## config.mk

```make
export PLATFORM = sky130hd
export DESIGN_NAME = pad_in_conditioner
export DESIGN_NICKNAME = d
export VERILOG_FILES = /design/src/rtl/pad_in_pkg.sv /design/src/rtl/pad_in_debounce_bit.sv /design/src/rtl/pad_in_conditioner.sv
export SDC_FILE = /design/constraint.sdc
export NUM_CORES = 1
export LEC_CHECK = 0
export CAP_MARGIN = 20
export CORE_AREA = 2 2 158 160
export DETAILED_ROUTE_END_ITERATION = 6
export DIE_AREA = 0 0 160 162
export PLACE_DENSITY_LB_ADDON = 0.1
export RECOVER_POWER = 50
export SKIP_LAST_GASP = 1
export SYNTH_ARGS = -nofsm -noshare
export SYNTH_HDL_FRONTEND = slang
export SYNTH_SLANG_ARGS = --single-unit
```

## constraint.sdc

```tcl
create_clock -name clk_i -period 6.8 [get_ports clk_i]
set_input_delay 1.02 -clock clk_i [delete_from_list [all_inputs] [get_ports clk_i]]
set_output_delay 1.02 -clock clk_i [all_outputs]
set_load 0.005 [all_outputs]
```

## src/rtl/pad_in_pkg.sv

```systemverilog
// Shared constants and types for the ui pad input conditioner.
package pad_in_pkg;

    localparam int UI_WIDTH        = 17;
    localparam int DB_CYCLES_DEF   = 8;
    localparam int SYNC_STAGES_DEF = 2;

    typedef logic [UI_WIDTH-1:0] ui_vec_t;

endpackage : pad_in_pkg

```

## src/rtl/pad_in_debounce_bit.sv

```systemverilog
// One conditioned pad bit: synchronizer chain, optional debounce counter,
// accepted level and registered rise/fall pulses. The next accepted level is
// exported so the parent can detect vector-wide changes one cycle early.
module pad_in_debounce_bit #(
    parameter int SYNC_STAGES = 2,
    parameter int DB_CYCLES   = 8
) (
    input  logic i_clk,
    input  logic i_rst,
    input  logic i_pad,
    input  logic i_db_en,
    output logic o_state,
    output logic o_next_state,
    output logic o_rise,
    output logic o_fall
);

    localparam int CNT_W = $clog2(DB_CYCLES + 1);
    localparam logic [CNT_W-1:0] CNT_LAST = CNT_W'(DB_CYCLES - 1);

    logic [SYNC_STAGES-1:0] r_sync;
    logic [CNT_W-1:0]       r_cnt;
    logic                   r_state;
    logic                   r_rise;
    logic                   r_fall;

    logic                   w_sync;
    logic                   w_mismatch;
    logic                   w_next_state;
    logic [CNT_W-1:0]       w_next_cnt;

    assign w_sync     = r_sync[SYNC_STAGES-1];
    assign w_mismatch = (w_sync != r_state);

    // Next accepted level and counter: bypass follows the synchronizer directly,
    // debounce only accepts a level that has disagreed for DB_CYCLES cycles.
    always_comb begin
        // NOTE: every combinational output gets a default first so no path
        // leaves it unassigned and a latch cannot be inferred.
        w_next_state = r_state;
        w_next_cnt   = '0;
        if (!i_db_en) begin
            w_next_state = w_sync;
        end else if (w_mismatch) begin
            if (r_cnt == CNT_LAST) begin
                w_next_state = w_sync;
            end else begin
                w_next_cnt = r_cnt + CNT_W'(1);
            end
        end
    end

    // Synchronizer, counter, state and edge pulses; all cleared by async reset.
    always_ff @(posedge i_clk or posedge i_rst) begin
        // NOTE: sequential state uses non-blocking assignments so every flop
        // samples the pre-edge values regardless of statement order.
        if (i_rst) begin
            r_sync  <= '0;
            r_cnt   <= '0;
            r_state <= 1'b0;
            r_rise  <= 1'b0;
            r_fall  <= 1'b0;
        end else begin
            r_sync  <= {r_sync[SYNC_STAGES-2:0], i_pad};
            r_cnt   <= w_next_cnt;
            r_state <= w_next_state;
            r_rise  <= ~r_state & w_next_state;
            r_fall  <= r_state & ~w_next_state;
        end
    end

    assign o_state      = r_state;
    assign o_next_state = w_next_state;
    assign o_rise       = r_rise;
    assign o_fall       = r_fall;

endmodule : pad_in_debounce_bit

```

## src/rtl/pad_in_conditioner.sv

```systemverilog
// Conditions the raw ui pad inputs for the user core: per-bit sync/debounce/
// edge pulses, plus a valid/ready snapshot channel with a sticky overflow flag.
module pad_in_conditioner
    import pad_in_pkg::*;
#(
    parameter int WIDTH       = UI_WIDTH,
    parameter int SYNC_STAGES = SYNC_STAGES_DEF,
    parameter int DB_CYCLES   = DB_CYCLES_DEF
) (
    input  logic             clk_i,
    input  logic             rst_i,
    input  logic [WIDTH-1:0] pad_i,
    input  logic [WIDTH-1:0] db_en_i,
    output logic [WIDTH-1:0] state_o,
    output logic [WIDTH-1:0] rise_o,
    output logic [WIDTH-1:0] fall_o,
    output logic             evt_valid_o,
    input  logic             evt_ready_i,
    output logic [WIDTH-1:0] evt_data_o,
    output logic             evt_ovf_o,
    input  logic             evt_ovf_clr_i
);

    logic [WIDTH-1:0] w_state;
    logic [WIDTH-1:0] w_next_state;
    logic             w_chg;
    logic             w_drop;

    logic             r_valid;
    logic [WIDTH-1:0] r_data;
    logic             r_ovf;

    for (genvar gi = 0; gi < WIDTH; gi++) begin : g_bit
        pad_in_debounce_bit #(
            .SYNC_STAGES(SYNC_STAGES),
            .DB_CYCLES  (DB_CYCLES)
        ) u_bit (
            .i_clk       (clk_i),
            .i_rst       (rst_i),
            .i_pad       (pad_i[gi]),
            .i_db_en     (db_en_i[gi]),
            .o_state     (w_state[gi]),
            .o_next_state(w_next_state[gi]),
            .o_rise      (rise_o[gi]),
            .o_fall      (fall_o[gi])
        );
    end

    assign w_chg  = |(w_next_state ^ w_state);
    // A change arriving while a stalled snapshot is pending is lost.
    assign w_drop = r_valid & ~evt_ready_i & w_chg;

    // Snapshot channel: capture on change, hold while stalled, release on accept.
    always_ff @(posedge clk_i or posedge rst_i) begin
        if (rst_i) begin
            r_valid <= 1'b0;
            r_data  <= '0;
        end else if (!r_valid) begin
            if (w_chg) begin
                r_valid <= 1'b1;
                r_data  <= w_next_state;
            end
        end else if (evt_ready_i) begin
            if (w_chg) begin
                r_data <= w_next_state;
            end else begin
                r_valid <= 1'b0;
            end
        end
    end

    // Sticky overflow: a drop in the same cycle as a clear wins.
    always_ff @(posedge clk_i or posedge rst_i) begin
        if (rst_i) begin
            r_ovf <= 1'b0;
        end else if (w_drop) begin
            r_ovf <= 1'b1;
        end else if (evt_ovf_clr_i) begin
            r_ovf <= 1'b0;
        end
    end

    assign state_o     = w_state;
    assign evt_valid_o = r_valid;
    assign evt_data_o  = r_data;
    assign evt_ovf_o   = r_ovf;

endmodule : pad_in_conditioner

```

==> results of run 1 <==
[sequential cells by signal (all words and copies together), names as in the netlist]
signal               count
evt_data_o              17
evt_ovf_o                1
evt_valid_o              1
g_bit.u_bit.o_fall      17
g_bit.u_bit.o_rise      17
g_bit.u_bit.o_state     17
g_bit.u_bit.r_cnt       68
g_bit.u_bit.r_sync      34
[layer usage]
| metal | track usage | wire, um |
|---|---|---|
| met1 | 0.1408 | 6156 |
| met2 | 0.1834 | 6491 |
| met3 | 0.03498 | 638 |
| met4 | 0.03931 | 169 |
| met5 | 0 | 11 |
[where the power goes]
part | leakage [nW] | total (mW) | switching, mW | internal (mW)
clock network | 0.284 | 0.987 | 0.421 | 0.566
registers | 2.18 | 1.15 | 0.0517 | 1.10
logic | 1.76 | 0.275 | 0.121 | 0.154
[metrics by stage]
step	cell area, um^2	cells	hold slack, ns	setup slack [ns]
3_5_place_dp	8265	959	0.3347	2.843
6_report	8855	991	0.3497	3.210
4_1_cts	8859	991	0.3511	3.293
3_3_place_gp	8265	959	0.3333	2.866
2_1_floorplan	7172	578	0.3312	1.120
5_1_grt	8855	991	0.3553	3.050
[cell usage in the layout, fill, tap and decap left out, types with 2 or more instances in the layout]
cell type,count
nor2_1,52
nand4_1,2
mux2_2,7
a21oi_1,17
clkinv_2,2
buf_4,2
nand2_1,35
and3_1,18
clkbuf_8,2
inv_6,4
nand3_1,17
dlygate4sd3_1,48
clkinvlp_4,3
nor3_1,33
xnor2_1,17
mux2_1,17
dfrtp_1,172
mux2_4,10
clkdlybuf4s50_1,59
xor2_1,17
bufinv_16,2
o21ai_0,17
clkbuf_16,17
inv_1,35
ha_1,51
[critical path: cells and delay by family]
kind | cells | cell delay [ns]
AO/OA/AOI/OAI | 2 | 0.82
multiplexers | 2 | 0.81
AND/OR/NAND/NOR | 2 | 0.37
buffers and inverters | 1 | 0.57
adder cells (fa/ha/maj) | 1 | 0.29
[final cells by class]
cell class | instances | area [um^2] | area share
Sequential cell | 172 | 4304 | 0.4861
Multi-Input combinational cell | 318 | 2330 | 0.2631
Timing Repair Buffer | 109 | 1086 | 0.1227
Clock buffer | 20 | 456.7 | 0.05158
Tap cell | 324 | 405.4 | 0.04578
Clock inverter | 12 | 136.4 | 0.01540
Inverter | 36 | 136.4 | 0.01540
[cell families after synthesis]
group,count (synthesis)
adder cells (fa/ha/maj),51
multiplexers,34
AO/OA/AOI/OAI,36
flip-flops,172
AND/OR/NAND/NOR,163
XOR/XNOR,34
buffers and inverters,88
[how the worst max path moves through the flow]
stage | to | slack, ns | depth (start not counted) | start
6_report | evt_data_o[15]$_DFFE_PP0P_ | 3.21 | 8 | db_en_i[2]
5_1_grt | evt_data_o[15]$_DFFE_PP0P_ | 3.05 | 8 | db_en_i[8]
4_1_cts | evt_data_o[15]$_DFFE_PP0P_ | 3.29 | 8 | db_en_i[2]
3_5_place_dp | evt_data_o[14]$_DFFE_PP0P_ | 2.84 | 8 | db_en_i[2]
3_3_place_gp | evt_data_o[13]$_DFFE_PP0P_ | 2.87 | 8 | db_en_i[2]
2_1_floorplan | evt_data_o[0]$_DFFE_PP0P_ | 1.12 | 1 | rst_i
==> summary.md, run 1 <==
| Metric | Value |
|---|---|
| Simple-gate share of the synthesized area | `0.1082` |
| Vias in the first global route | `4405` |
| Crit Path Class | `input port to register` |
| Initial antenna violation count | `1` |
| Final setup violation count | `0` |
| H-tree depth | `4` |
| Antenna Nets Post-Route | `0` |
| Worst EP arrival | `3.89 ns` |
| Fmax | `278.6 MHz` |
| Status | `finished with violations` |
| Mapped Cells | `578` |
| Area of the core | `24110 um^2` |
| Count leader, synth | `dfrtp_1` |
| Pwr Total | `2.412 mW` |
| Post-layout net count | `743` |
| CP Cell Sequence | `dlygate4sd3_1, o21ai_0, mux2_1, ha_1, and3_1, nor3b_4, a21boi_4, mux2_2` |
| Compound-Gate Fraction of Synth Area | `0.02756` |
| Number of synthesized register bits | `172` |
| Asr flop ratio synth | `1.000` |
| Maximum vdd drop | `0.1492 mV` |
| # DRC | `0` |
| CP startpoint kind | `input port` |
| Post-synth EDFFs | `0` |
| Die area | `25920 um^2` |
| Gr usage total | `0.1120` |
| Syn_nets | `667` |
| Number of I/O pins | `108` |
| Top post-synthesis cells by area | `dfrtp_1, ha_1, buf_4` |
| Relative slew slack | `-0.3422` |
| Hold Crit Start | `g_bit[16].u_bit.r_sync[0]$_DFF_PP0_` |
| Fin. Hold Viols | `0` |
| Postcts setup bufs | `0` |
| Die height | `162 um` |
| Syn Std Cell Area | `7172 um^2` |
| Yosys top cell by area | `dfrtp_1` |
| Tmin final | `3.590 ns` |
| Max_cap viols | `1` |
| Hold-fix buffers, CTS | `0` |
| Antenna cells | `0` |
| DRT iter0 DRCs | `165` |
| R2R Setup Slk | `3.63 ns` |
| Max incr delay on CP | `0.72 ns` |
| Hold Path Class | `register to register` |
| Largest family of logic cells by synthesized area | `simple AND/OR/NAND/NOR gates` |
| RSZ-0062 raised after global routing | `no` |
| Share of post-route cells with drive strength above 1 | `0.08396` |
| Starting density of the core | `0.2975` |
| Worst-case reg-to-reg path depth | `9` |
| Die X | `160 um` |
| Worst-skew pair later-pin latency | `0.42 ns` |
| Cts repair resizes | `0` |
| Worst R2R End | `evt_data_o[15]$_DFFE_PP0P_` |
| Ys Warns | `0` |
| XOR/XNOR Fraction of Synth Area | `0.04152` |
| Gpl congestion | `0.7594` |
| First-pass GRT wire length | `22810 um` |
| Via/cell ratio | `4.184` |
| Yosys top cell area share | `0.6001` |
| Critical path's slowest cell | `a21boi_4` |
| Final core occ | `0.3673` |
| IO buf count | `107` |
| Ys flop type | `dfrtp_1` |
| Synth top cells by count | `dfrtp_1, nor2_1, buf_4, ha_1, inv_1` |
| CTS tree | `yes` |
| Root buf cell | `clkbuf_16` |
| Worst-path fanout max | `17` |
| Pins Over Slew Limit | `44` |
| Clock-pin slew on the worst setup and hold paths | `0.07 ns` |
| DR vias | `4146` |
| 1st-pass router iterations | `4` |
| WL/cell | `13.59 um` |
| Post-Route Setup TNS | `0 ns` |
| CTS Buffer Depth | `2` |
| Grt total ovfl | `0` |
| Final wirelength | `13470 um` |
| TritonCTS buffer count | `17` |
| P_leak | `4.223 nW` |
| Area growth, synth to finish | `23.46%` |
| Crit end category | `register` |
| Fillers | `2372` |
| Register area share after synthesis | `0.6001` |
| Hold Path Stages | `0` |
| Adder-cell share of the synthesized area | `0.08897` |
| Period utilisation layout | `0.5279` |
| DP HPWL | `9494 um` |
| Distinct cell type count of the synthesized netlist | `25` |
| Least-Margin Pin Slew | `2.002 ns` |
| Largest net degree at the start of global routing | `68` |
| Violations in the final reports | `max-capacitance violations, max-slew violations` |
| Critical R2R Launch | `g_bit[8].u_bit.r_cnt[0]$_DFF_PP0_` |
| Critical Path RT | `7.10 ns` |
| Clock Skew | `0.01004 ns` |
| Syn Area/Cell | `12.41 um^2` |
| Cell Rows | `57` |
| Post-synthesis mux area share | `0.05862` |
| PwrDens | `272.4 nW/um^2` |
| Num Clock Sinks | `172` |
| Hold Path Sink | `g_bit[16].u_bit.r_sync[1]$_DFF_PP0_` |
Note: power is estimated with default switching activity, not from simulation.
==> run 2: changes to the inputs <==
- clock period: 6.8 -> 3.41 ns (I/O delays scaled with it)
==> run 2 against run 1 <==
Net effect: the flow now finishes without violations; die area did not move; combinational power rose by 110%; sequential power rose by 100%; utilization rose by 0.093 points; wire length rose by 1.0%; flip-flop and latch count did not move; critical endpoint is now evt_data_o[12]$_DFFE_PP0P_; highest routed layer is now met4.
==> summary.md, run 2 (synthesized netlist as in run 1, its figures left out) <==
| Metric | Value |
|---|---|
| CP Cell Sequence | `ha_1, nand2_1, o21ai_0, mux2_2, ha_1, and3_1, nor3b_4, a21boi_4, buf_4, mux2_2` |
| Number of I/O pins | `108` |
| Register name with the most flops | `g_bit.u_bit.r_cnt` |
| Cell Count, Final, Fillers Out | `993` |
| CTS Buffer Depth | `2` |
| Leading cell type in the layout, fill and taps excluded | `dfrtp_1` |
| Pins Over Slew Limit | `0` |
| Sequential Power Share | `0.480` |
| CTS tree | `yes` |
| Die X | `160 um` |
| Num Clock Sinks | `172` |
| Share of post-route cells with drive strength above 1 | `0.1121` |
| CP startpoint kind | `register` |
| Antenna cells | `0` |
| Critical Path RT | `3.71 ns` |
| Gpl congestion | `0.7472` |
| Max reg flops | `68` |
| Worst R2R End | `evt_data_o[12]$_DFFE_PP0P_` |
| R2R Setup Slk | `0.61 ns` |
| WL met1 | `6016 um` |
| Hold-fix buffers, CTS | `0` |
| Critical R2R Launch | `g_bit[2].u_bit.r_cnt[0]$_DFF_PP0_` |
| Starting density of the core | `0.2975` |
| Status | `finished, final reports clean` |
| Hold Path Sink | `g_bit[1].u_bit.r_sync[1]$_DFF_PP0_` |
| DR vias | `4168` |
| Setup slack at placement | `0.3592 ns` |
| Max_cap viols | `0` |
| Maximum vdd drop | `0.2183 mV` |
| Largest net degree at the start of global routing | `64` |
| Post-layout net count | `746` |
| Die height | `162 um` |
| Worst Path Buf+Inv | `1` |
| Cts repair resizes | `0` |
| Critical path's slowest cell | `mux2_2` |
| Postcts setup bufs | `0` |
| Via/cell ratio | `4.197` |
| Met3 routed WL | `604 um` |
| Worst EP arrival | `3.10 ns` |
| Die area | `25920 um^2` |
| RSZ-0062 raised after global routing | `no` |
| Clock-pin slew on the worst setup and hold paths | `0.07 ns` |
| Post-Route Setup TNS | `0 ns` |
| Max incr delay on CP | `0.41 ns` |
| Least-Margin Pin Slew | `1.407 ns` |
| Worst-case reg-to-reg path depth | `10` |
| Area growth, synth to finish | `23.78%` |
| Clock share of power | `0.400` |
| Antenna Nets Post-Route | `0` |
| Initial antenna violation count | `0` |
| Period utilisation layout | `0.8215` |
| Largest registers | `g_bit.u_bit.r_cnt: 68 flops, g_bit.u_bit.r_sync: 34 flops` |
| Worst setup margin | `0.6086 ns` |
| Placed insts | `962` |
| TritonCTS buffer count | `17` |
| P_sw | `1.185 mW` |
| Gr usage total | `0.1098` |
| First-pass GRT wire length | `22370 um` |
| Fillers | `2379` |
| Fin. Hold Viols | `0` |
| IO buf count | `107` |
| DRT iter0 DRCs | `195` |
| Relative slew slack | `0.06212` |
| Area of the core | `24110 um^2` |
| Root buf cell | `clkbuf_16` |
| Clock Skew | `0.01231 ns` |
| Crit end category | `register` |
| Most frequent cells in the layout | `dfrtp_1, clkdlybuf4s50_1, nor2_1` |
| Sw Share | `0.2477` |
| Hold Crit Start | `g_bit[1].u_bit.r_sync[0]$_DFF_PP0_` |
| Cell Rows | `57` |
| Pint | `3.598 mW` |
| Comb pwr share | `0.120` |
| WL/cell | `13.70 um` |
| Hold Path Stages | `0` |
| 1st-pass router iterations | `4` |
| Grt total ovfl | `0` |
| Worst-path fanout max | `9` |
| DP HPWL | `9716 um` |
| Stages on worst setup path | `10` |
| Fmax | `357.0 MHz` |
| PwrDens | `538.7 nW/um^2` |
| Worst-skew pair later-pin latency | `0.42 ns` |
| Tmin final | `2.801 ns` |
| Hold Path Class | `register to register` |
| Vias in the first global route | `4478` |
| CP delay by family, top | `multiplexers` |
| Final setup violation count | `0` |
| Top sig layer | `met4` |
| Final wirelength | `13600 um` |
| H-tree depth | `4` |
| Crit Path Class | `register to register` |
| WL met2 | `6798 um` |
| # DRC | `0` |
| P_leak | `4.204 nW` |
-- run 2: layout make-up --
class	count	area, um^2	area share
multi-input cells	318	2330	0.2624
inverters	36	136.4	0.01536
repair buffers	112	1131	0.1274
clock inverters	13	141.4	0.01593
clock buffers	18	429.2	0.04834
well taps	324	405.4	0.04567
flip-flops and latches	172	4304	0.4848
-- run 2: power groups by stage --
stage	registers (mW)	logic (mW)	clock network (mW)
2_1_floorplan	2.30	0.352	0
3_3_place_gp	2.33	0.590	0
3_5_place_dp	2.33	0.597	0
4_1_cts	2.30	0.600	1.99
5_1_grt	2.32	0.645	2.07
6_report	2.30	0.573	1.91
-- run 2: worst max path at each step --
stage / start / end / slack [ns]
after floorplan: rst_i / evt_data_o[0]$_DFFE_PP0P_ / 0.70
after global placement: db_en_i[2] / evt_data_o[15]$_DFFE_PP0P_ / 0.40
after detailed placement: db_en_i[2] / evt_data_o[13]$_DFFE_PP0P_ / 0.36
after CTS: g_bit[2].u_bit.r_cnt[0]$_DFF_PP0_ / evt_data_o[12]$_DFFE_PP0P_ / 0.54
after global routing: rst_i / g_bit[9].u_bit.r_sync[0]$_DFF_PP0_ / 0.27
final: g_bit[2].u_bit.r_cnt[0]$_DFF_PP0_ / evt_data_o[12]$_DFFE_PP0P_ / 0.61
-- run 2: per-layer routing --
layer,vias up,GRT usage
li1,2020,-
met5,-,0
met3,10,0.03422
met4,0,0.04300
met1,2066,0.1308
met2,72,0.1863
-- run 2: stage by stage --
step | cell area [um^2] | power, mW | util | hold slack [ns]
after floorplan | 7176 | 2.657 | - | 0.3312
after global placement | 8324 | 2.923 | 0.3453 | 0.3337
after detailed placement | 8324 | 2.932 | 0.3453 | 0.3347
after CTS | 8895 | 4.884 | 0.3690 | 0.3514
after global routing | 8877 | 5.030 | 0.3683 | 0.3527
final | 8877 | 4.782 | 0.3683 | 0.3483
==> run 3: changes to the inputs <==
- clock period: 3.41 -> 2.45 ns (I/O delays scaled with it)
==> run 3 against run 2 <==
Net effect: the run now ends with negative setup slack left; clock skew fell by 0.0015 ns; sequential share of layout area fell by 5.0 points; wire length rose by 7.6%; combinational power rose by 85%; power rose by 47%; global-route usage rose by 0.92 points; utilization rose by 4.2 points; setup slack got worse by 0.64 ns; worst hold slack improved by 0.0023 ns; critical path depth did not move; cell count rose by 9.3%.
==> summary.md, run 3 (synthesized netlist as in run 1, its figures left out) <==
| Metric | Value |
|---|---|
| CP startpoint kind | `register` |
| Max_cap viols | `0` |
| Crit end category | `register` |
| Hold Path Stages | `0` |
| Vias in the first global route | `4891` |
| Antenna cells | `0` |
| Worst EP arrival | `2.78 ns` |
| Die height | `162 um` |
| PwrDens | `710.1 nW/um^2` |
| Fillers | `2361` |
| Antenna Nets Post-Route | `0` |
| Register name with the most flops | `g_bit.u_bit.r_cnt` |
| Final wirelength | `14630 um` |
| Grt total ovfl | `0` |
| Initial antenna violation count | `1` |
| Hold Crit Start | `g_bit[0].u_bit.r_sync[0]$_DFF_PP0_` |
| Period utilisation layout | `1.014` |
| Pwr Total | `7.022 mW` |
| IO buf count | `107` |
| P_leak | `4.742 nW` |
| DP HPWL | `10660 um` |
| Largest registers | `g_bit.u_bit.r_cnt: 68 flops, g_bit.u_bit.r_sync: 34 flops` |
| Max reg flops | `68` |
| Most frequent cells in the layout | `dfrtp_1, buf_4, clkdlybuf4s50_1` |
| Leading cell type in the layout, fill and taps excluded | `dfrtp_1` |
| CTS tree | `yes` |
| Critical path's slowest cell | `dfrtp_1` |
| Number of I/O pins | `108` |
| Cell Rows | `57` |
| Most frequent CP cell | `mux2_4` |
| Starting density of the core | `0.2975` |
| Maximum vdd drop | `0.4041 mV` |
| H-tree depth | `4` |
| Via/cell ratio | `4.132` |
| Worst-case reg-to-reg path depth | `10` |
| WL/cell | `13.48 um` |
| Die area | `25920 um^2` |
| Worst-path fanout max | `6` |
| Fmax | `402.4 MHz` |
| Register area | `4304 um^2` |
| Num Clock Sinks | `172` |
| Post-layout net count | `838` |
| Hold-fix buffers, CTS | `0` |
| First-pass GRT wire length | `24050 um` |
| Clock Skew | `0.01079 ns` |
| Status | `finished with violations` |
| Hold Path Class | `register to register` |
| CP Cell Sequence | `ha_2, nand2_2, o21ai_2, mux2_4, ha_4, and3_4, nor3b_4, a21boi_4, buf_6, mux2_4` |
| Critical R2R Launch | `g_bit[8].u_bit.r_cnt[1]$_DFF_PP0_` |
| Least-Margin Pin Slew | `1.317 ns` |
| Violations in the final reports | `negative setup slack` |
| Crit Path Class | `register to register` |
| DR vias | `4483` |
| Worst R2R End | `evt_data_o[8]$_DFFE_PP0P_` |
| Worst setup margin | `-0.03503 ns` |
| Final core occ | `0.4102` |
| Die X | `160 um` |
| Pins Over Slew Limit | `0` |
| Share of post-route cells with drive strength above 1 | `0.2733` |
| R2R Setup Slk | `-0.04 ns` |
| Critical Path RT | `2.75 ns` |
| Setup slack at placement | `-0.3392 ns` |
| DRT iter0 DRCs | `161` |
| Max incr delay on CP | `0.36 ns` |
| Worst-skew pair later-pin latency | `0.42 ns` |
| CTS Buffer Depth | `2` |
| Clock-pin slew on the worst setup and hold paths | `0.07 ns` |
| Area growth, synth to finish | `37.88%` |
| Hold Path Sink | `g_bit[0].u_bit.r_sync[1]$_DFF_PP0_` |
| Gpl congestion | `0.7511` |
| Largest net degree at the start of global routing | `58` |
| Fin. Hold Viols | `0` |
| Area occupied by multi-input gates | `2633 um^2` |
| TritonCTS buffer count | `17` |
| Final setup violation count | `17` |
| Root buf cell | `clkbuf_16` |
| Area of the core | `24110 um^2` |
| # DRC | `0` |
| Gr usage total | `0.1190` |
| RSZ-0062 raised after global routing | `yes` |
| Relative slew slack | `0.1220` |
| Post-DP Area | `9016 um^2` |
| Tmin final | `2.485 ns` |
| 1st-pass router iterations | `4` |
| Min Hold Slack | `0.3506 ns` |
| Final non-filler cell area | `9888 um^2` |
[run 3: cell count changes in the layout (fill, tap and decap cells not counted), moves of 10 or more]
cell / previous run / this run
o21ai_0: 17 / 1
ha_2: 0 / 10
mux2_4: 10 / 26
buf_4: 2 / 90
ha_4: 0 / 12
mux2_2: 24 / 8
ha_1: 51 / 29
o21ai_2: 0 / 14
[run 3: stage by stage]
step	setup TNS [ns]	std cells
final	-0.4018	1085
after global routing	-2.333	1085
after CTS	-0.8424	1079
after detailed placement	-5.314	1043
after global placement	-4.725	1043
after floorplan	-19.87	578
[run 3: area by class of cell]
| type | count | share of cell area |
|---|---|---|
| Inverter | 36 | 0.01379 |
| Sequential cell | 172 | 0.4353 |
| Clock inverter | 14 | 0.01873 |
| Tap cell | 324 | 0.04100 |
| Timing Repair Buffer | 204 | 0.1820 |
| Clock buffer | 17 | 0.04302 |
| Multi-Input combinational cell | 318 | 0.2662 |
[run 3: how the worst max path moves through the flow]
| stage | from | endpoint | slack (ns) |
|---|---|---|---|
| after detailed placement | db_en_i[10] | evt_data_o[2]$_DFFE_PP0P_ | -0.34 |
| after CTS | g_bit[2].u_bit.r_cnt[0]$_DFF_PP0_ | evt_data_o[8]$_DFFE_PP0P_ | -0.07 |
| after global placement | db_en_i[10] | evt_data_o[1]$_DFFE_PP0P_ | -0.29 |
| after global routing | g_bit[4].u_bit.r_cnt[0]$_DFF_PP0_ | evt_data_o[8]$_DFFE_PP0P_ | -0.15 |
| final | g_bit[8].u_bit.r_cnt[1]$_DFF_PP0_ | evt_data_o[8]$_DFFE_PP0P_ | -0.04 |
| after floorplan | rst_i | evt_data_o[0]$_DFFE_PP0P_ | -0.11 |
[run 3: timing repair]
| item | 4_1_cts | 5_1_grt |
|---|---|---|
| gates cloned | 0 | 0 |
| gates resized for setup | 41 | 16 |
| endpoints found under the setup margin | 17 | 17 |
| setup buffers | 5 | 6 |
| pin swaps | 10 | 9 |
| hold endpoints to repair | 0 | 0 |
[run 3: power breakdown]
part / switching, mW / total, mW / internal (mW)
sequential: 0.120 / 3.17 / 3.05
clock: 1.17 / 2.79 / 1.63
combinational: 0.432 / 1.06 / 0.630
total: 1.72 / 7.02 / 5.30
[run 3: worst max-delay path: cells and delay by family (launching register included)]
kind	cells	cell delay, ns
adder cells (fa/ha/maj)	2	0.47
AND/OR/NAND/NOR	3	0.49
AO/OA/AOI/OAI	2	0.24
buffers and inverters	1	0.16
flip-flops	1	0.36
multiplexers	2	0.62
[run 3: layer usage]
layer	GRT usage	vias up	part of all wire	wire, um
met5	0	-	0.00089	13
met4	0.03686	2	0.013	197
met3	0.04597	19	0.060	877
met2	0.2017	84	0.50	7271
met1	0.1401	2164	0.43	6268
li1	-	2214	-	-
